--- src/rtl/renas_ahb_arbiter.sv ---
// N-master AHB-lite arbiter with address/data-phase multiplexing.
// Ownership is held across defined-length bursts, undefined INCR bursts and locked sequences.
module renas_ahb_arbiter #(
    parameter int NUM_MASTER = 3,
    parameter int ADDR_W     = 32,
    parameter int DATA_W     = 32,
    parameter int PRIOR_W    = 2,
    parameter int RR_MODE    = 0
) (
    input  logic                          hclk,
    input  logic                          hreset,
    input  logic [2*NUM_MASTER-1:0]       m_htrans,
    input  logic [ADDR_W*NUM_MASTER-1:0]  m_haddr,
    input  logic [NUM_MASTER-1:0]         m_hwrite,
    input  logic [NUM_MASTER-1:0]         m_hmastlock,
    input  logic [3*NUM_MASTER-1:0]       m_hsize,
    input  logic [3*NUM_MASTER-1:0]       m_hburst,
    input  logic [DATA_W*NUM_MASTER-1:0]  m_hwdata,
    input  logic [PRIOR_W*NUM_MASTER-1:0] m_hprior,
    output logic [NUM_MASTER-1:0]         m_hready,
    output logic [NUM_MASTER-1:0]         m_hresp,
    output logic [DATA_W-1:0]             hrdata_bcast,
    output logic [1:0]                    s_htrans,
    output logic [ADDR_W-1:0]             s_haddr,
    output logic                          s_hwrite,
    output logic [2:0]                    s_hsize,
    output logic [2:0]                    s_hburst,
    output logic                          s_hmastlock,
    output logic [DATA_W-1:0]             s_hwdata,
    input  logic                          s_hready,
    input  logic                          s_hresp,
    input  logic [DATA_W-1:0]             s_hrdata,
    output logic [$clog2(NUM_MASTER)-1:0] hmaster,
    output logic [NUM_MASTER-1:0]         hgrant
);
    localparam int IDX_W = $clog2(NUM_MASTER);
    typedef logic [IDX_W-1:0] idx_t;

    logic [1:0]         trans_a [NUM_MASTER];
    logic [ADDR_W-1:0]  addr_a  [NUM_MASTER];
    logic [2:0]         size_a  [NUM_MASTER];
    logic [2:0]         burst_a [NUM_MASTER];
    logic [DATA_W-1:0]  wdata_a [NUM_MASTER];
    logic [PRIOR_W-1:0] prior_a [NUM_MASTER];

    idx_t         aown;
    idx_t         down;
    logic         dval;
    logic [3:0]   beat_cnt;
    logic         incr_act;
    idx_t         rr_ptr;

    logic [3:0]   beat_nxt;
    logic         incr_nxt;
    logic         arb_pt;
    logic         any_req;
    logic [PRIOR_W-1:0] max_prior;
    idx_t         win;
    logic [1:0]   own_trans;
    logic [2:0]   own_burst;

    function automatic logic [3:0] burst_len(input logic [2:0] burst);
        case (burst)
            3'b010, 3'b011: burst_len = 4'd3;
            3'b100, 3'b101: burst_len = 4'd7;
            3'b110, 3'b111: burst_len = 4'd15;
            default:        burst_len = 4'd0;
        endcase
    endfunction

    always_comb begin
        for (int i = 0; i < NUM_MASTER; i++) begin
            trans_a[i] = m_htrans[2*i +: 2];
            addr_a[i]  = m_haddr[ADDR_W*i +: ADDR_W];
            size_a[i]  = m_hsize[3*i +: 3];
            burst_a[i] = m_hburst[3*i +: 3];
            wdata_a[i] = m_hwdata[DATA_W*i +: DATA_W];
            prior_a[i] = m_hprior[PRIOR_W*i +: PRIOR_W];
        end
    end

    assign own_trans    = trans_a[aown];
    assign own_burst    = burst_a[aown];
    assign s_htrans     = own_trans;
    assign s_haddr      = addr_a[aown];
    assign s_hwrite     = m_hwrite[aown];
    assign s_hsize      = size_a[aown];
    assign s_hburst     = own_burst;
    assign s_hmastlock  = m_hmastlock[aown];
    assign s_hwdata     = wdata_a[down];
    assign hrdata_bcast = s_hrdata;
    assign hmaster      = aown;

    // Burst tracking uses the post-update count so the final beat and the handover share a cycle.
    always_comb begin
        beat_nxt = beat_cnt;
        incr_nxt = incr_act;
        if (s_hready) begin
            case (own_trans)
                2'b10: begin
                    beat_nxt = burst_len(own_burst);
                    incr_nxt = (own_burst == 3'b001);
                end
                2'b11: begin
                    if (beat_cnt != 4'd0)
                        beat_nxt = beat_cnt - 4'd1;
                end
                2'b00: incr_nxt = 1'b0;
                default: ;
            endcase
        end else if (dval && s_hresp) begin
            beat_nxt = 4'd0;
            incr_nxt = 1'b0;
        end
    end

    assign arb_pt = s_hready && (beat_nxt == 4'd0) && !m_hmastlock[aown] && !incr_nxt;

    // Scan order starts after the last grant in round-robin mode, at index 0 otherwise.
    always_comb begin
        int idx;
        logic found;
        idx       = 0;
        found     = 1'b0;
        any_req   = 1'b0;
        max_prior = '0;
        win       = aown;
        for (int i = 0; i < NUM_MASTER; i++) begin
            if (trans_a[i][1] && (!any_req || prior_a[i] > max_prior)) begin
                any_req   = 1'b1;
                max_prior = prior_a[i];
            end
        end
        for (int k = 1; k <= NUM_MASTER; k++) begin
            idx = (RR_MODE != 0) ? int'(rr_ptr) + k : k - 1;
            if (idx >= NUM_MASTER)
                idx = idx - NUM_MASTER;
            if (!found && trans_a[idx][1] && prior_a[idx] == max_prior) begin
                win   = idx_t'(idx);
                found = 1'b1;
            end
        end
    end

    always_ff @(posedge hclk) begin
        if (hreset) begin
            aown     <= '0;
            down     <= '0;
            dval     <= 1'b0;
            beat_cnt <= '0;
            incr_act <= 1'b0;
            rr_ptr   <= '0;
        end else begin
            beat_cnt <= beat_nxt;
            incr_act <= incr_nxt;
            if (s_hready) begin
                down <= aown;
                dval <= s_htrans[1];
            end
            if (arb_pt) begin
                aown <= win;
                if (any_req)
                    rr_ptr <= win;
            end
        end
    end

    always_comb begin
        m_hready = '0;
        m_hresp  = '0;
        hgrant   = '0;
        for (int i = 0; i < NUM_MASTER; i++) begin
            hgrant[i]   = (idx_t'(i) == aown);
            m_hready[i] = s_hready && ((idx_t'(i) == aown) || (dval && idx_t'(i) == down));
            m_hresp[i]  = s_hresp && dval && (idx_t'(i) == down);
        end
    end
endmodule

--- config.mk ---
export PLATFORM = sky130hd
export DESIGN_NAME = renas_ahb_arbiter
export DESIGN_NICKNAME = d
export VERILOG_FILES = /design/src/rtl/renas_ahb_arbiter.sv
export SDC_FILE = /design/constraint.sdc
export NUM_CORES = 1
export LEC_CHECK = 0
export CORE_AREA = 2 2 149 151
export CTS_CLUSTER_SIZE = 24
export DETAILED_ROUTE_END_ITERATION = 12
export DIE_AREA = 0 0 151 153
export SYNTH_ARGS = -nofsm -noshare
export SYNTH_HDL_FRONTEND = slang
export SYNTH_SLANG_ARGS = --single-unit
--- constraint.sdc ---
create_clock -name hclk -period 8.1 [get_ports hclk]
set_input_delay 2.43 -clock hclk [delete_from_list [all_inputs] [get_ports hclk]]
set_output_delay 2.43 -clock hclk [all_outputs]
set_load 0.02 [all_outputs]
==> reports/results.tsv, run 1 <==
metric	value	unit
ys_ff_latch	10	
endpoint_kind	output pin	
rsz0062_at_grt	false	
cp_cell_sequence	clkdlybuf4s50_1, inv_1, nor2_1, clkdlybuf4s50_1	
routedWlPerCell	14.85	um
grt_use_total	0.1103	
multi_input_comb_area	0.002068	mm^2
netlist_instances	404	
cts_sinks	10	
drive_above_1_share	0.03288	
num_rows	54	
area_delta_synth_final	124.3	%
critical_path_arrival	4140	ps
synth_area_per_cell	6.578	um^2
post-route-period-util	0.8113	
dr.pass1.iters	4	
grt_max_degree	50	
io_buffers	316	
worst_pin_slew	712.1	ps
numCtsBuffers	3	
cp_max_fo	12	
routed_via_density	4.033	
fin_tns_setup	0	ps
drc	0	
core	0.02149	mm^2
clock.fmax	152.2	MHz
period_needed	6572	ps
cp.required	5670	ps
cap_violations	0	
insertion_delay	240	ps
cts_resized	0	
yosysWarnings	0	
fin_nets	939	
setup_violations	0	
die-height	153	um
cp_slowest_cell	clkdlybuf4s50_1	
max_slew_margin	0.5253	
p_per_area	74.34	mW/mm^2
clock_skew	0.4895	ps
drt_iter0_markers	151	
fillers	2355	
yosysSeqAreaShare	0.07533	
io_pins	381	
slowest_delay	780	ps
antennaDiodeCount	0	
grt_pass1_vias	3729	
clock_path_buffers	2	
start_util	0.1237	
post_cts_buffers	0	
post-route-util	0.2774	
hp-class	reg2reg	
grt.overflow.total	0	
placed_cell_area	0.005872	mm^2
drv_slew	0	
crit_family	buffers and inverters	
pre_cts_ws	1517	ps
synth_area	0.002658	mm^2
antenna_found_initial	0	
final.setup.worst_slack	1528	ps
die_x	151	um
vias	3827	
seqCellArea	203.9	um^2
synthDistinctLibCells	43	
cp_common_cell	clkdlybuf4s50_1	
cts_tree	done	
critPathKind	in2out	
die_area	0.02310	mm^2
grt_pass1_wl	20.17	mm
ff2ff_setup_slack	4310	ps
ant_nets	0	
cp-start-kind	input port	
htreeDepth	1	
p_leak	1.932	nW
ir_drop	55.59	uV
post-dp-hpwl	11.73	mm
cts_root_buf	clkbuf_16	
outcome	finished clean	
clk_pin_slew	40	ps
final_design_area_no_fill	0.005961	mm^2
critPathBufInv	3	
wl	14.09	mm
syn-num-nets	673	
ctsHoldBuffers	0	
hold_violations	0	
gp_routability_congestion	0.7713	
==> worst paths after layout <==
| check | start | end | cells after the start |
|---|---|---|---|
| worst max-delay path | s_hready | m_hready[2] | 4 |
| worst min-delay path | dval$_SDFFE_PP0P_ | dval$_SDFFE_PP0P_ | 2 |
| worst max register to register | hmaster[0]$_SDFFE_PP0P_ | hmaster[0]$_SDFFE_PP0P_ | 10 |
| worst min register to register | dval$_SDFFE_PP0P_ | dval$_SDFFE_PP0P_ | 2 |
==> metal layers <==
metal | share of wire | vias to the layer above | track usage | wire length, um
met5 | 0 | - | 0 | 0
met4 | 0.017 | 0 | 0.02047 | 238
met3 | 0.11 | 25 | 0.03224 | 1551
met2 | 0.47 | 198 | 0.1974 | 6653
met1 | 0.40 | 1696 | 0.1305 | 5651
li1 | - | 1908 | - | -
==> cell usage in the layout, fill, tap and decap left out, types with 2 or more instances in the layout <==
cell             count
dfxtp_2              3
nor2_1              18
nor3_1               6
a32o_1               3
a21oi_1              7
o21ai_1              3
mux2i_1             78
nand2_1             83
inv_1               10
buf_4                6
o211ai_1             2
nor3b_1              3
nor2b_1              3
nand2b_1             2
nand3_1              3
xor2_1               2
and2_1               4
ha_1                 5
xnor2_1              3
a31oi_1              2
mux2_2               2
o21ai_0             73
clkdlybuf4s50_1    316
clkbuf_16            3
dfxtp_1              7
o2bb2ai_1            3
==> flip-flops by register name (all words and copies together) (netlist names) <==
| signal | count |
|---|---|
| hmaster | 2 |
| incr_act | 1 |
| down | 2 |
| dval | 1 |
| beat_cnt | 4 |
==> cell type report <==
class,count,share of cell area
multi-input combinational,322,0.3470
timing repair buffer,322,0.5382
sequential,10,0.03421
clock buffer,4,0.01490
inverter,11,0.006927
tap,280,0.05877
==> cell usage after synthesis (all sizes together) <==
library cell | count | area, um^2
ha | 5 | 62.56
nand4 | 1 | 6.260
buf | 40 | 279.0
and2 | 4 | 25.02
inv | 11 | 41.29
a21oi | 7 | 35.03
nand2b | 2 | 12.51
nor3 | 6 | 30.03
or4b | 1 | 10.01
a31oi | 2 | 12.51
o22ai | 1 | 6.260
o2bb2ai | 4 | 41.29
nor2b | 5 | 31.28
o211ai | 2 | 15.01
dfxtp | 10 | 200.2
xnor2 | 3 | 26.28
o31a | 1 | 8.760
and3 | 1 | 6.260
mux2 | 2 | 22.52
o2111ai | 1 | 8.760
a21bo | 1 | 10.01
clkbuf | 21 | 78.83
a2bb2oi | 2 | 23.77
nand2 | 83 | 311.6
mux2i | 78 | 780.8
o21a | 1 | 7.510
nand3 | 3 | 15.01
nor2 | 18 | 67.56
a32oi | 1 | 8.760
xor2 | 2 | 17.52
o21ai | 77 | 389.1
a211oi | 1 | 7.510
nor3b | 3 | 22.52
a32o | 3 | 30.03
or2 | 1 | 6.260
==> worst reg2reg max path, cell delays in order (launching register included) <==
cell and delay (ps):
dfxtp_2 300, buf_4 440, nor2b_4 700, buf_4 380, o2bb2ai_1 310, nor2_1 160
a32o_1 290, nor3b_1 260, nand4_1 230, or4b_1 560, o21ai_1 80
==> cell families (layout without fill, tap and decap cells) <==
kind of cell / after synthesis / in the layout / share of synthesized area
AOI/OAI and AO/OA: 104 / 104 / 0.2274
xor gates and xnor gates: 5 / 5 / 0.01648
adders and majority gates: 5 / 5 / 0.02354
buffers and inverters: 72 / 337 / 0.1502
DFF: 10 / 10 / 0.07533
muxes: 80 / 80 / 0.3023
and+or+nand+nor: 128 / 128 / 0.2048
==> power breakdown <==
part           switching [W]  internal, W
clock              0.0000234    0.0000742
combinational       0.000113     0.000177
sequential        0.00000309    0.0000518
==> per-stage QoR <==
step	hold slack (ps)	power [W]	std cells
3_3_place_gp	540.0	0.0003459	945
2_1_floorplan	500.5	0.0001833	404
6_report	541.1	0.0004431	949
4_1_cts	548.2	0.0004491	949
3_5_place_dp	542.7	0.0003478	945
5_1_grt	576.6	0.0004712	949
(Power assumes the default switching activity.)
==> run 2, diff against run 1 <==
--- a/config.mk
+++ b/config.mk
@@ -5,10 +5,10 @@
 export SDC_FILE = /design/constraint.sdc
 export NUM_CORES = 1
 export LEC_CHECK = 0
-export CORE_AREA = 2 2 149 151
+export CORE_AREA = 2 2 147 149
 export CTS_CLUSTER_SIZE = 24
 export DETAILED_ROUTE_END_ITERATION = 12
-export DIE_AREA = 0 0 151 153
+export DIE_AREA = 0 0 149 151
 export SYNTH_ARGS = -nofsm -noshare
 export SYNTH_HDL_FRONTEND = slang
 export SYNTH_SLANG_ARGS = --single-unit
==> constraint.sdc (replaced) <==
create_clock -name hclk -period 6 [get_ports hclk]
set_input_delay 1.8 -clock hclk [delete_from_list [all_inputs] [get_ports hclk]]
set_output_delay 1.8 -clock hclk [all_outputs]
set_load 0.02 [all_outputs]
==> reports/results.tsv, run 2 (synthesis gave the netlist of run 1 again) <==
metric	value	unit	change
outcome	finished clean		
critPathBufInv	2		-1
power	0.0005815	W	+31%
p_leak	1.950	nW	+0.94%
max_slew_margin	0.4087		-0.1165
post-dp-hpwl	12.08	mm	+3.0%
hold_violations	0		unchanged
fin_nets	944		+0.53%
clock_skew	3.824	ps	+3.335 ps
num_rows	53		-1.9%
drc	0		unchanged
io_buffers	316		unchanged
gp_routability_congestion	0.7953		+3.1%
largest_reg_flops	4		unchanged
cap_violations	0		unchanged
reg2reg_depth	9		-1
die_x	149	um	-1.3%
hold_depth	2		unchanged
drive_above_1_share	0.03863		+0.005748
cp.required	6160	ps	+490 ps
crit_family	compound AO/OA/AOI/OAI gates		
drv_slew	0		unchanged
cts_root_buf	clkbuf_16		
post-route-period-util	0.9165		
cts_resized	0		unchanged
slowest_delay	490	ps	-290 ps
insertion_delay	230	ps	about the same
mostFrequentLayoutCells	316 x clkdlybuf4s50_1, 83 x nand2_1, 78 x mux2i_1, 73 x o21ai_0, 18 x nor2_1		
rsz0062_at_grt	false		
area_delta_synth_final	125.0	%	
hp-class	reg2reg		
final_common_cell	clkdlybuf4s50_1		
worstSetupEndpoint	hmaster[0]$_SDFFE_PP0P_		
crit_path_start	m_hprior[1]		
grt_pass1_wl	20.16	mm	about the same
r2r-end	hmaster[0]$_SDFFE_PP0P_		
largest_register	beat_cnt		
ctsHoldBuffers	0		unchanged
die_area	0.02250	mm^2	-2.6%
cp_slowest_cell	or4b_1		
grt_use_total	0.1148		+0.004437
setup_violations	0		unchanged
routed_via_density	4.011		-0.55%
cp-start-kind	input port		
critical_path_arrival	5660	ps	+1520 ps
clock_path_buffers	2		unchanged
ff2ff_setup_slack	2740	ps	-1570 ps
clk_pin_slew	40	ps	about the same
cp_max_fo	5		-7
wl	14.50	mm	+2.9%
clock.fmax	181.8	MHz	
vias	3806		-0.55%
rr_startpoint	hmaster[1]$_SDFFE_PP0P_		
path_depth	16		+12
core	0.02082	mm^2	-3.1%
cts_sinks	10		unchanged
period_needed	5499	ps	
start_util	0.1276		+0.003939
cp_cell_sequence	clkdlybuf4s50_1, and2_1, inv_1, ha_1, nor2b_1, o31a_1, a32oi_1, ha_1, nor2b_1, a2bb2oi_1, o21ai_1, mux2i_1, xnor2_1, o2111ai_1, or4b_1, o21ai_1		
endpoint_kind	flip-flop		
ant_nets	0		unchanged
p_per_area	97.23	mW/mm^2	+31%
ir_drop	108.1	uV	+94%
worst_pin_slew	885.0	ps	+172.9 ps
htreeDepth	1		unchanged
numCtsBuffers	3		unchanged
grt_max_degree	49		-2.0%
post_cts_buffers	0		unchanged
fin_tns_setup	0	ps	unchanged
io_pins	381		unchanged
cts_tree	done		
dr.pass1.iters	4		unchanged
routedWlPerCell	15.28	um	+2.9%
antenna_found_initial	1		+1
die-height	151	um	-1.3%
grt_pass1_vias	3618		-3.0%
drt_iter0_markers	124		-18%
grt.overflow.total	0		unchanged
critPathKind	in2reg		
## run 2: cell types whose count changed in the layout (fill, tap and decap cells not counted), sizes merged
cell / delta
clkbuf: -1
buf: +5
diode: +1
## run 2: routing by layer
layer | global-route usage | vias to the layer above | part of all wire | wire length, um
met5 | 0 | - | 0 | 0
met4 | 0.02524 | 0 | 0.023 | 334
met3 | 0.04157 | 28 | 0.11 | 1556
met2 | 0.1993 | 201 | 0.47 | 6862
met1 | 0.1356 | 1659 | 0.40 | 5746
li1 | - | 1918 | - | -
## run 2: how the worst min path moves through the flow
stage | startpoint | end
after floorplan | dval$_SDFFE_PP0P_ | dval$_SDFFE_PP0P_
after global placement | beat_cnt[1]$_SDFF_PP0_ | beat_cnt[1]$_SDFF_PP0_
after detailed placement | beat_cnt[1]$_SDFF_PP0_ | beat_cnt[1]$_SDFF_PP0_
after CTS | beat_cnt[1]$_SDFF_PP0_ | beat_cnt[1]$_SDFF_PP0_
after global routing | beat_cnt[1]$_SDFF_PP0_ | beat_cnt[1]$_SDFF_PP0_
final | beat_cnt[1]$_SDFF_PP0_ | beat_cnt[1]$_SDFF_PP0_
## run 2: layout make-up
type	count	area, um^2
Fill cell	2275	14840
Timing Repair Buffer	327	3246
Multi-Input combinational cell	322	2068
Tap cell	275	344.1
Sequential cell	10	203.9
Clock buffer	3	75.07
Inverter	11	41.29
Antenna cell	1	2.502
## run 2: per-stage QoR
stage	instances	worst slack, ps	utilization	hold WS, ps	area, um^2
finish	949	500.8	0.2872	557.8	5981
CTS	948	510.4	0.2871	556.0	5978
global placement	945	359.1	0.2835	545.1	5903
global route	948	251.6	0.2871	595.3	5978
floorplan	404	1086	-	500.5	2658
detailed placement	945	280.0	0.2835	546.9	5903
## run 2: worst register-to-register path: cells and delay by family, from the launching register on
kind | cells | cell delay [ps]
compound gates | 4 | 960
flops | 1 | 340
simple gates | 2 | 790
buf+inv | 2 | 760
mux | 1 | 350
## run 2: power by group
| part | internal (W) | switching, W | total, W |
|---|---|---|---|
| Clock | 0.0000861 | 0.0000270 | 0.000113 |
| Combinational | 0.000241 | 0.000154 | 0.000395 |
| Sequential | 0.0000700 | 0.00000351 | 0.0000735 |
| Total | 0.000397 | 0.000184 | 0.000582 |
==> run 3, diff against run 2 <==
--- a/config.mk
+++ b/config.mk
@@ -9,6 +9,7 @@
 export CTS_CLUSTER_SIZE = 24
 export DETAILED_ROUTE_END_ITERATION = 12
 export DIE_AREA = 0 0 149 151
+export GPL_ROUTABILITY_DRIVEN = 0
 export SYNTH_ARGS = -nofsm -noshare
 export SYNTH_HDL_FRONTEND = slang
 export SYNTH_SLANG_ARGS = --single-unit
==> results of run 3 <==
Same layout as run 2: the final DEF is identical, and so are final timing and power.
